## src/rtl/msrh_dcache_refill_ctrl.sv

```systemverilog
// L1 data-cache miss handling and refill sequencer.
// Accepts line misses from the LSU pipes, merges misses to the same line, fetches each line
// from L2 in round-robin entry order, writes returned lines through the array update port
// and tells the LSU pipes which entry has finished.
module msrh_dcache_refill_ctrl #(
  parameter  int REQ_NUM   = 2,
  parameter  int ENTRY_NUM = 4,
  parameter  int PADDR_W   = 56,
  parameter  int LINE_W    = 512,
  localparam int ID_W      = $clog2(ENTRY_NUM),
  localparam int OFS_W     = $clog2(LINE_W / 8)
) (
  input  logic                       i_clk,
  input  logic                       i_reset_n,
  input  logic [REQ_NUM-1:0]         i_miss_valid,
  input  logic [REQ_NUM*PADDR_W-1:0] i_miss_paddr,
  output logic [REQ_NUM-1:0]         o_miss_ready,
  output logic [REQ_NUM*ID_W-1:0]    o_miss_id,
  output logic                       o_l2_req_valid,
  input  logic                       i_l2_req_ready,
  output logic [PADDR_W-1:0]         o_l2_req_paddr,
  output logic [ID_W-1:0]            o_l2_req_tag,
  input  logic                       i_l2_resp_valid,
  input  logic [ID_W-1:0]            i_l2_resp_tag,
  input  logic [LINE_W-1:0]          i_l2_resp_data,
  output logic                       o_dc_update_valid,
  output logic [PADDR_W-1:0]         o_dc_update_addr,
  output logic [LINE_W-1:0]          o_dc_update_data,
  output logic                       o_refill_done_valid,
  output logic [ID_W-1:0]            o_refill_done_id,
  output logic                       o_full
);

  // Entries store the line address only; offset bits are implied zero.
  localparam int LINE_A_W = PADDR_W - OFS_W;

  typedef enum logic [1:0] {
    ST_IDLE       = 2'd0,
    ST_WAIT_ISSUE = 2'd1,
    ST_WAIT_RESP  = 2'd2,
    ST_WRITE      = 2'd3
  } state_t;

  state_t              r_state [ENTRY_NUM];
  logic [LINE_A_W-1:0] r_addr  [ENTRY_NUM];
  logic [LINE_W-1:0]   r_data  [ENTRY_NUM];

  logic                r_slot_valid;
  logic [ID_W-1:0]     r_slot_id;
  logic [ID_W-1:0]     r_rr_ptr;

  logic [LINE_A_W-1:0]       w_req_line  [REQ_NUM];
  logic [ENTRY_NUM-1:0]      w_pend_match[REQ_NUM];
  logic [ENTRY_NUM-1:0]      w_wr_match  [REQ_NUM];
  logic [ID_W-1:0]           w_pend_id   [REQ_NUM];
  logic [REQ_NUM*OFS_W-1:0]  w_unused_ofs;

  logic                w_free_found;
  logic [ID_W-1:0]     w_free_id;
  logic                w_alloc_valid;
  logic [ID_W-1:0]     w_alloc_id;
  logic [LINE_A_W-1:0] w_alloc_line;

  logic                w_l2_hs;
  logic [ID_W-1:0]     w_search_ptr;
  logic [ENTRY_NUM-1:0] w_cand;
  logic                w_cand_found;
  logic [ID_W-1:0]     w_cand_id;

  logic [ENTRY_NUM-1:0] w_not_idle;
  logic                w_wr_valid;
  logic [ID_W-1:0]     w_wr_id;

  // Per-port line address and line comparison against every live entry.
  genvar gi, ge;
  generate
    for (gi = 0; gi < REQ_NUM; gi++) begin : g_port
      assign w_req_line[gi] = i_miss_paddr[gi*PADDR_W+OFS_W +: LINE_A_W];
      assign w_unused_ofs[gi*OFS_W +: OFS_W] = i_miss_paddr[gi*PADDR_W +: OFS_W];
      for (ge = 0; ge < ENTRY_NUM; ge++) begin : g_cmp
        assign w_pend_match[gi][ge] = ((r_state[ge] == ST_WAIT_ISSUE) || (r_state[ge] == ST_WAIT_RESP))
                                      && (r_addr[ge] == w_req_line[gi]);
        assign w_wr_match[gi][ge]   = (r_state[ge] == ST_WRITE) && (r_addr[ge] == w_req_line[gi]);
      end
    end
  endgenerate

  // Encode the pending entry that owns each port's line (at most one can match).
  always_comb begin
    for (int p = 0; p < REQ_NUM; p++) begin
      w_pend_id[p] = '0;
      for (int e = ENTRY_NUM - 1; e >= 0; e--) begin
        if (w_pend_match[p][e]) w_pend_id[p] = ID_W'(e);
      end
    end
  end

  // Lowest IDLE entry; entries leaving WRITE this cycle are still WRITE here.
  always_comb begin
    w_free_found = 1'b0;
    w_free_id    = '0;
    for (int e = ENTRY_NUM - 1; e >= 0; e--) begin
      if (r_state[e] == ST_IDLE) begin
        w_free_found = 1'b1;
        w_free_id    = ID_W'(e);
      end
    end
  end

  // Port arbitration, lowest port first: merge, replay on a line being written, or allocate once.
  always_comb begin
    w_alloc_valid = 1'b0;
    w_alloc_id    = '0;
    w_alloc_line  = '0;
    o_miss_ready  = '0;
    o_miss_id     = '0;
    for (int p = 0; p < REQ_NUM; p++) begin
      if (i_reset_n && i_miss_valid[p]) begin
        if (|w_pend_match[p]) begin
          o_miss_ready[p]              = 1'b1;
          o_miss_id[p*ID_W +: ID_W]    = w_pend_id[p];
        end else if (!(|w_wr_match[p])) begin
          if (w_alloc_valid) begin
            if (w_alloc_line == w_req_line[p]) begin
              o_miss_ready[p]           = 1'b1;
              o_miss_id[p*ID_W +: ID_W] = w_alloc_id;
            end
          end else if (w_free_found) begin
            w_alloc_valid             = 1'b1;
            w_alloc_id                = w_free_id;
            w_alloc_line              = w_req_line[p];
            o_miss_ready[p]           = 1'b1;
            o_miss_id[p*ID_W +: ID_W] = w_free_id;
          end
        end
      end
    end
  end

  // Issue candidates: waiting entries plus this cycle's allocation, minus the one handshaking now.
  assign w_l2_hs      = r_slot_valid && i_l2_req_ready;
  assign w_search_ptr = w_l2_hs ? (r_slot_id + ID_W'(1)) : r_rr_ptr;

  generate
    for (gi = 0; gi < ENTRY_NUM; gi++) begin : g_cand
      assign w_cand[gi] = ((r_state[gi] == ST_WAIT_ISSUE) && !(w_l2_hs && (r_slot_id == ID_W'(gi))))
                          || (w_alloc_valid && (w_alloc_id == ID_W'(gi)));
      assign w_not_idle[gi] = (r_state[gi] != ST_IDLE);
    end
  endgenerate

  // Round-robin scan starting at the (possibly just advanced) pointer.
  always_comb begin
    w_cand_found = 1'b0;
    w_cand_id    = '0;
    for (int k = 0; k < ENTRY_NUM; k++) begin
      if (!w_cand_found && w_cand[(int'(w_search_ptr) + k) % ENTRY_NUM]) begin
        w_cand_found = 1'b1;
        w_cand_id    = ID_W'((int'(w_search_ptr) + k) % ENTRY_NUM);
      end
    end
  end

  // Issue slot: reload when empty or when the current request is accepted.
  always_ff @(posedge i_clk or negedge i_reset_n) begin
    if (!i_reset_n) begin
      r_slot_valid <= 1'b0;
      r_slot_id    <= '0;
      r_rr_ptr     <= '0;
    end else begin
      if (!r_slot_valid || w_l2_hs) begin
        r_slot_valid <= w_cand_found;
        r_slot_id    <= w_cand_id;
      end
      if (w_l2_hs) r_rr_ptr <= r_slot_id + ID_W'(1);
    end
  end

  assign o_l2_req_valid = r_slot_valid;
  assign o_l2_req_tag   = r_slot_valid ? r_slot_id : '0;
  assign o_l2_req_paddr = r_slot_valid ? {r_addr[r_slot_id], {OFS_W{1'b0}}} : '0;

  // Lowest-index WRITE entry owns the single array update port this cycle.
  always_comb begin
    w_wr_valid = 1'b0;
    w_wr_id    = '0;
    for (int e = ENTRY_NUM - 1; e >= 0; e--) begin
      if (r_state[e] == ST_WRITE) begin
        w_wr_valid = 1'b1;
        w_wr_id    = ID_W'(e);
      end
    end
  end

  assign o_dc_update_valid   = w_wr_valid;
  assign o_dc_update_addr    = w_wr_valid ? {r_addr[w_wr_id], {OFS_W{1'b0}}} : '0;
  assign o_dc_update_data    = w_wr_valid ? r_data[w_wr_id] : '0;
  assign o_refill_done_valid = w_wr_valid;
  assign o_refill_done_id    = w_wr_id;
  assign o_full              = &w_not_idle;

  // Per-entry lifecycle: allocate, issue, capture returned line, write it back.
  generate
    for (gi = 0; gi < ENTRY_NUM; gi++) begin : g_entry
      always_ff @(posedge i_clk or negedge i_reset_n) begin
        if (!i_reset_n) begin
          r_state[gi] <= ST_IDLE;
          r_addr[gi]  <= '0;
          r_data[gi]  <= '0;
        end else begin
          case (r_state[gi])
            ST_IDLE: begin
              if (w_alloc_valid && (w_alloc_id == ID_W'(gi))) begin
                r_state[gi] <= ST_WAIT_ISSUE;
                r_addr[gi]  <= w_alloc_line;
              end
            end
            ST_WAIT_ISSUE: begin
              if (w_l2_hs && (r_slot_id == ID_W'(gi))) r_state[gi] <= ST_WAIT_RESP;
            end
            ST_WAIT_RESP: begin
              if (i_l2_resp_valid && (i_l2_resp_tag == ID_W'(gi))) begin
                r_state[gi] <= ST_WRITE;
                r_data[gi]  <= i_l2_resp_data;
              end
            end
            ST_WRITE: begin
              if (w_wr_valid && (w_wr_id == ID_W'(gi))) r_state[gi] <= ST_IDLE;
            end
            default: r_state[gi] <= ST_IDLE;
          endcase
        end
      end
    end
  endgenerate

  // Responses whose tag has no fetch outstanding are dropped; make them visible in simulation.
  always @(posedge i_clk) begin
    if (i_reset_n && i_l2_resp_valid) begin
      assert (r_state[i_l2_resp_tag] == ST_WAIT_RESP)
        else $warning("msrh_dcache_refill_ctrl: L2 response tag %0d has no outstanding fetch, dropped",
                      i_l2_resp_tag);
    end
  end

endmodule
```

## config.mk

```make
export PLATFORM = sky130hd
export DESIGN_NAME = msrh_dcache_refill_ctrl
export DESIGN_NICKNAME = d
export VERILOG_FILES = /design/src/rtl/msrh_dcache_refill_ctrl.sv
export SDC_FILE = /design/constraint.sdc
export NUM_CORES = 2
export LEC_CHECK = 0
export BUFFER_PORTS_ARGS = -buffer_cell sky130_fd_sc_hd__buf_2
export CAP_MARGIN = 20
export CORE_AREA = 3 3 488 490
export DETAILED_ROUTE_END_ITERATION = 8
export DIE_AREA = 0 0 491 493
export GPL_TIMING_DRIVEN = 0
export PLACE_DENSITY_LB_ADDON = 0.3
export SLEW_MARGIN = 20
export SYNTH_ARGS = -nofsm -noshare
export SYNTH_HDL_FRONTEND = slang
export SYNTH_SLANG_ARGS = --single-unit
```

## constraint.sdc

```tcl
create_clock -name i_clk -period 11.4 [get_ports i_clk]
set_clock_uncertainty 0.15 [all_clocks]
set_input_delay 1.71 -clock i_clk [delete_from_list [all_inputs] [get_ports i_clk]]
set_output_delay 1.71 -clock i_clk [all_outputs]
set_load 0.02 [all_outputs]
```

# --- Word-level counts from Yosys, hierarchy flattened ---
# Cells that the tools add are included.
op_classes:
  bitwise: 5
  magnitude_cmp: 6
  reduce_logical: 91
  mux: 117
  n_addsub: 4
  n_eq_ne: 49
ops:
  columns: ["operator", "n"]
  rows:
  - ["512-bit two-way mux", 3]
  - ["512-bit binary-select mux with 2-bit select", 1]
  - ["50-bit two-way mux", 13]
  - ["50-bit == test", 9]
  - ["50-bit binary-select mux with 2-bit select", 2]
  - ["56-bit two-way mux", 2]
  - ["2-bit two-way mux", 54]
  - ["1-bit logical AND", 42]
  - ["1-bit two-way mux", 34]
  - ["2-bit == test, second input constant", 16]
  - ["2-bit by 1-bit inequality test with 1-bit output, second input constant", 16]
  - ["2-bit one-hot mux with 4 select lines", 4]
  - ["4-bit AND reduction", 5]
  - ["2-bit by 1-bit == test with 1-bit output, second input constant", 8]
  - ["2-bit zero test", 8]
  - ["2-bit AND reduction", 8]
  - ["4-bit OR reduction", 4]
  - ["3-bit by 4-bit < comparator with 1-bit output, second input constant", 3]
  - ["1-bit logical OR", 9]
  - ["1-bit binary-select mux with 2-bit select", 4]
  - ["1-bit zero test", 8]
  - ["2-bit nonzero test", 4]
  - ["3-bit greater-or-equal comparator, second input constant", 2]
  - ["2-bit NOT with 3-bit output", 2]
  - ["other kinds (5)", 11]
totals:
  elab_cells: 287
  output_inout_bits: 638
  in_bits: 632
  reg_bits: 2261

# --- Longest topological paths before layout ---
logic_depth:
  depth_word: 29
  depth_mapped: 14
  depth_no_buf: 12

# --- Least setup slack after synthesis ---
# No wires, ideal clock.
synth_path:
  kind: "input-to-output"
  from: "in i_miss_paddr[32]"
  to: "out o_miss_ready[1]"
  n_path_buf: 2
  t_required_ps: 9540
  stages: 13
  arrival_time_ps: 4572
  slack_ps: 4968
  path_cell_list: "buf_2 -> xnor2_1 -> nand4_1 -> or4_1 -> nor4_2 -> a2111o_2 -> nor3_4 -> buf_4 -> a311oi_1 -> o22ai_1 -> nor4_2 -> nand4_1 -> a211oi_2"
synth_between:
  elab_chain_cells: 12
  word_cells_on_any_way: 27
  cone_classes: "eq/ne (5); mux (12); reduce/logical (10)"
synth_lines:
  columns: ["element", "line", "rtl"]
  rows:
  - ["start, declared", "16", "input logic [REQ_NUM*PADDR_W-1:0] i_miss_paddr,"]
  - ["50-bit == test", "82, 83", null]
  - ["1-bit logical AND", "83", "assign w_wr_match[gi][ge] = (r_state[ge] == ST_WRITE) && (r_addr[ge] == w_req_line[gi]);"]
  - ["4-bit OR reduction", "122", "end else if (!(|w_wr_match[p])) begin"]
  - ["50-bit two-way mux", "122", null]
  - ["50-bit two-way mux", "119", "if (|w_pend_match[p]) begin"]
  - ["50-bit two-way mux", "118", "if (i_reset_n && i_miss_valid[p]) begin"]
  - ["50-bit == test", "124", "if (w_alloc_line == w_req_line[p]) begin"]
  - ["1-bit two-way mux", "124", null]
  - ["1-bit two-way mux *", "123", "if (w_alloc_valid) begin"]
  - ["1-bit two-way mux *", "122", null]
  - ["1-bit two-way mux *", "119", null]
  - ["1-bit two-way mux *", "118", null]
  - ["end, declared", "17", "output logic [REQ_NUM-1:0] o_miss_ready,"]
# Every way passes the cells marked *; elsewhere a longest branch is shown, timed or not.

# --- Worst setup path in the final report ---
layout_path:
  from: "in i_miss_paddr[16]"
  to: "out o_miss_id[2]"
layout_between:
  elab_chain_cells: 12
  word_cells_on_any_way: 30
  cone_classes: "eq/ne (5); mux (15); reduce/logical (10)"
layout_lines:
  columns: ["element", "line", "rtl"]
  rows:
  - ["50-bit == test", "82, 83", null]
  - ["1-bit logical AND", "83", null]
  - ["4-bit OR reduction", "122", null]
  - ["50-bit two-way mux", "122", null]
  - ["50-bit two-way mux", "119", null]
  - ["50-bit two-way mux", "118", null]
  - ["50-bit == test", "124", null]
  - ["2-bit two-way mux", "124", null]
  - ["2-bit two-way mux *", "123", null]
  - ["2-bit two-way mux *", "122", null]
  - ["2-bit two-way mux *", "119", null]
  - ["2-bit two-way mux *", "118", null]
  - ["end, declared", "18", "output logic [REQ_NUM*ID_W-1:0] o_miss_id,"]
# Marked as above.

==> results.md <==
* Initial DRC Count at roughly 9700
* Clk pin slew, worst setup/hold paths at 0.05 ns
* Critical Path AT at 7.19 ns
* Synth top cells by count: mux2_2 (2610), dfrtp_1 (2261), nor2_1 (607)
* DRT antenna net count at 0
* Worst-margin pin slew at 1.284 ns
* Post-synth EDFFs at 0
* Clock Tree Buf Depth at 3
* Reg2reg end: o_l2_req_valid
* Setup Buffers After CTS at 0
* CP required at 9.54 ns
* Leakage at 0.05642 uW
* Final max-slew violation count at 0
* Largest net degree at the start of global routing at 147
* Final Instance Area at 126600 um^2
* CTS tree: yes
* Hold Path Depth at 1
* Vias in the first global route at 82400
* Global-route wire length before repair at 602.1 mm
* Final net count at 10370
* Ratio of cells with drive above 1 in the final layout at between 40 and 50%
* Clock sinks at around 2300
* Final Wtd Congestion at 1.050
* Min-Delay Path Class: reg2reg
* Syn Inst Count at 8299
* Final Hold Fails at 0
* Die area at between 200000 and 250000 um^2
* Most used DFF post-synth: dfrtp_1
* Via count at 81580
* Synth top area share at 52.45%
* Hold_sp: r_data[1274]
* Cell chosen for the clock root: clkbuf_16
* Effective utilization at floorplan at between 40% and 50%
* Run status: finished, final reports clean
* Final min period at 9.051 ns
* Layout area overhead at 17.33%
* Hold-fix buffers, CTS at 0
* DRC Markers at 0
* Worst-skew pair later-pin latency at 0.90 ns
* Hold Path End: r_data[1274]
* Total GRT Usage at 34.11%
* Placed Area at 118300 um^2
* R2r setup slk at 5.48 ns
* I/O Pins at 1270
* Pwr dens at around 350 nW/um^2
* Num rows at 178
* Synthesized area per cell at between 10 and 15 um^2
* Ys Warns at 0
* Fin util at 53.97%
* Grt ovf at 0
* # setup viols final at 0
* Num CTS Buffers at 234
* Die X at 491 um
* Crit path capture type: output port
* CTS H-tree lvls at 4
* Top-count cell post-synth: mux2_2
* VDD IR max at 0.2791 mV
* Slew headroom at 13.47%
* Drt total wl at between 400 and 500 mm
* Seq/Total Area, Yosys at around 52%
* FF-to-FF Start: r_addr[60]
* Area leader, netlist: dfrtp_1
* Worst Setup Path Type: in2out
* Synth cell types at 64
* Final worst-path cycle share at 79.40%
* Vias per cell at 6.188
* PortBufs at 1144
* Max Cap Viol at 0
* Maximum clock rate at 110.5 MHz
* R2r worst-path depth at 11
* Post-synthesis register bit count at 2261
* Setup_tns at 0 ns
* RSZ-0062 raised after global routing: no
* DR WL/cell at 32.43 um
* Synth area leaders: dfrtp_1 (52%), mux2_2 (27%), a222oi_1 (5.2%)
* Fraction of registers with async set/reset at 100.0%
* Core area at 234500 um^2
* Drt pass-1 iters at 9
* Crit start category: input pin
* Worst Path Max Fanout at 9
* Post-CTS sizing at 0
* Die Y at 493 um
* Mapped Area at 107900 um^2
* Dpl hpwl at 320.9 mm
* Initial antenna violation count at 212
==> power breakdown <==
part           internal [uW]  switching, uW
registers              11900           2530
logic                   8690          13400
clock network           4510           3350
==> area by class of cell <==
type	instances	area [um^2]
Inverter	19	71.32
Sequential cell	2261	56580
Timing Repair Buffer	1175	6387
Tap cell	3150	3941
Buffer	737	3099
Clock buffer	351	6867
Multi-Input combinational cell	5293	48250
Clock inverter	75	1062
Antenna cell	124	310.3
Fill cell	19980	107900
==> registers in the layout, summed over array words and instances (netlist names) <==
| name | count |
|---|---|
| r_state | 8 |
| r_data | 2048 |
| r_slot_id | 2 |
| r_rr_ptr | 2 |
| o_l2_req_valid | 1 |
| r_addr | 200 |
==> routing by layer <==
metal | track usage, % | vias up | share of wire (%)
li1 | - | 33870 | -
met1 | 42.00 | 42450 | 38
met2 | 52.79 | 4139 | 46
met3 | 10.91 | 1022 | 10
met4 | 19.95 | 102 | 6.5
met5 | 0 | - | 0.16
==> through the flow <==
stage | total power (uW) | instances | setup slack, ns | hold WS [ns]
3_3_place_gp | 35730 | 12600 | -42.90 | 0.3306
3_5_place_dp | 36260 | 12640 | 2.730 | 0.3373
2_1_floorplan | 27340 | 8310 | 4.968 | 0.3237
5_1_grt | 46310 | 13150 | 2.518 | 0.3554
4_1_cts | 44200 | 13060 | 2.713 | 0.3511
6_report | 44390 | 13190 | 2.349 | 0.3482
==> placed cells by master (no fill, tap or decap), types with 83 or more instances in the layout <==
master and count:
clkbuf_16 235, nor2_1 606, a222oi_1 562, nand2_1 246, diode_2 124, mux2_2 2610, o21ai_0 222, clkbuf_1 605
xor2_1 224, buf_2 1233, xnor2_1 201, nand4_1 83, dfrtp_1 2261
==> how the worst max path moves through the flow <==
stage	startpoint	endpoint	slack, ns
floorplan	i_miss_paddr[32]	o_miss_ready[1]	4.97
global placement	i_reset_n	o_miss_id[2]	-42.90
detailed placement	i_miss_paddr[16]	o_miss_ready[1]	2.73
CTS	i_miss_paddr[16]	o_miss_ready[1]	2.71
global route	i_reset_n	o_miss_ready[1]	2.52
finish	i_miss_paddr[16]	o_miss_id[2]	2.35
==> worst max-delay path: stages <==
cell      delay [ns]
buf_4           0.16
xnor2_1         0.67
nand4_1         0.18
nor4_1          0.81
nor4bb_1        0.68
a2111o_2        0.34
nor3_4          0.16
a311oi_1        0.78
o22ai_1         0.26
nor4_2          0.63
nand4_1         0.27
o21ai_1         0.29
buf_2           0.22
==> logic make-up (layout without fill, tap and decap cells) <==
kind of cell | Yosys count | in the layout | share of synthesized area, %
and+or+nand+nor | 1234 | 1234 | 5.293
AOI/OAI and AO/OA | 939 | 939 | 7.327
muxes | 2662 | 2662 | 28.32
DFF | 2261 | 2261 | 52.45
buffers and inverters | 756 | 2357 | 2.914
other | 1 | 136 | 0.003476
adders and majority gates | 21 | 21 | 0.2436
xor gates and xnor gates | 425 | 425 | 3.451
(Power assumes the default switching activity.)
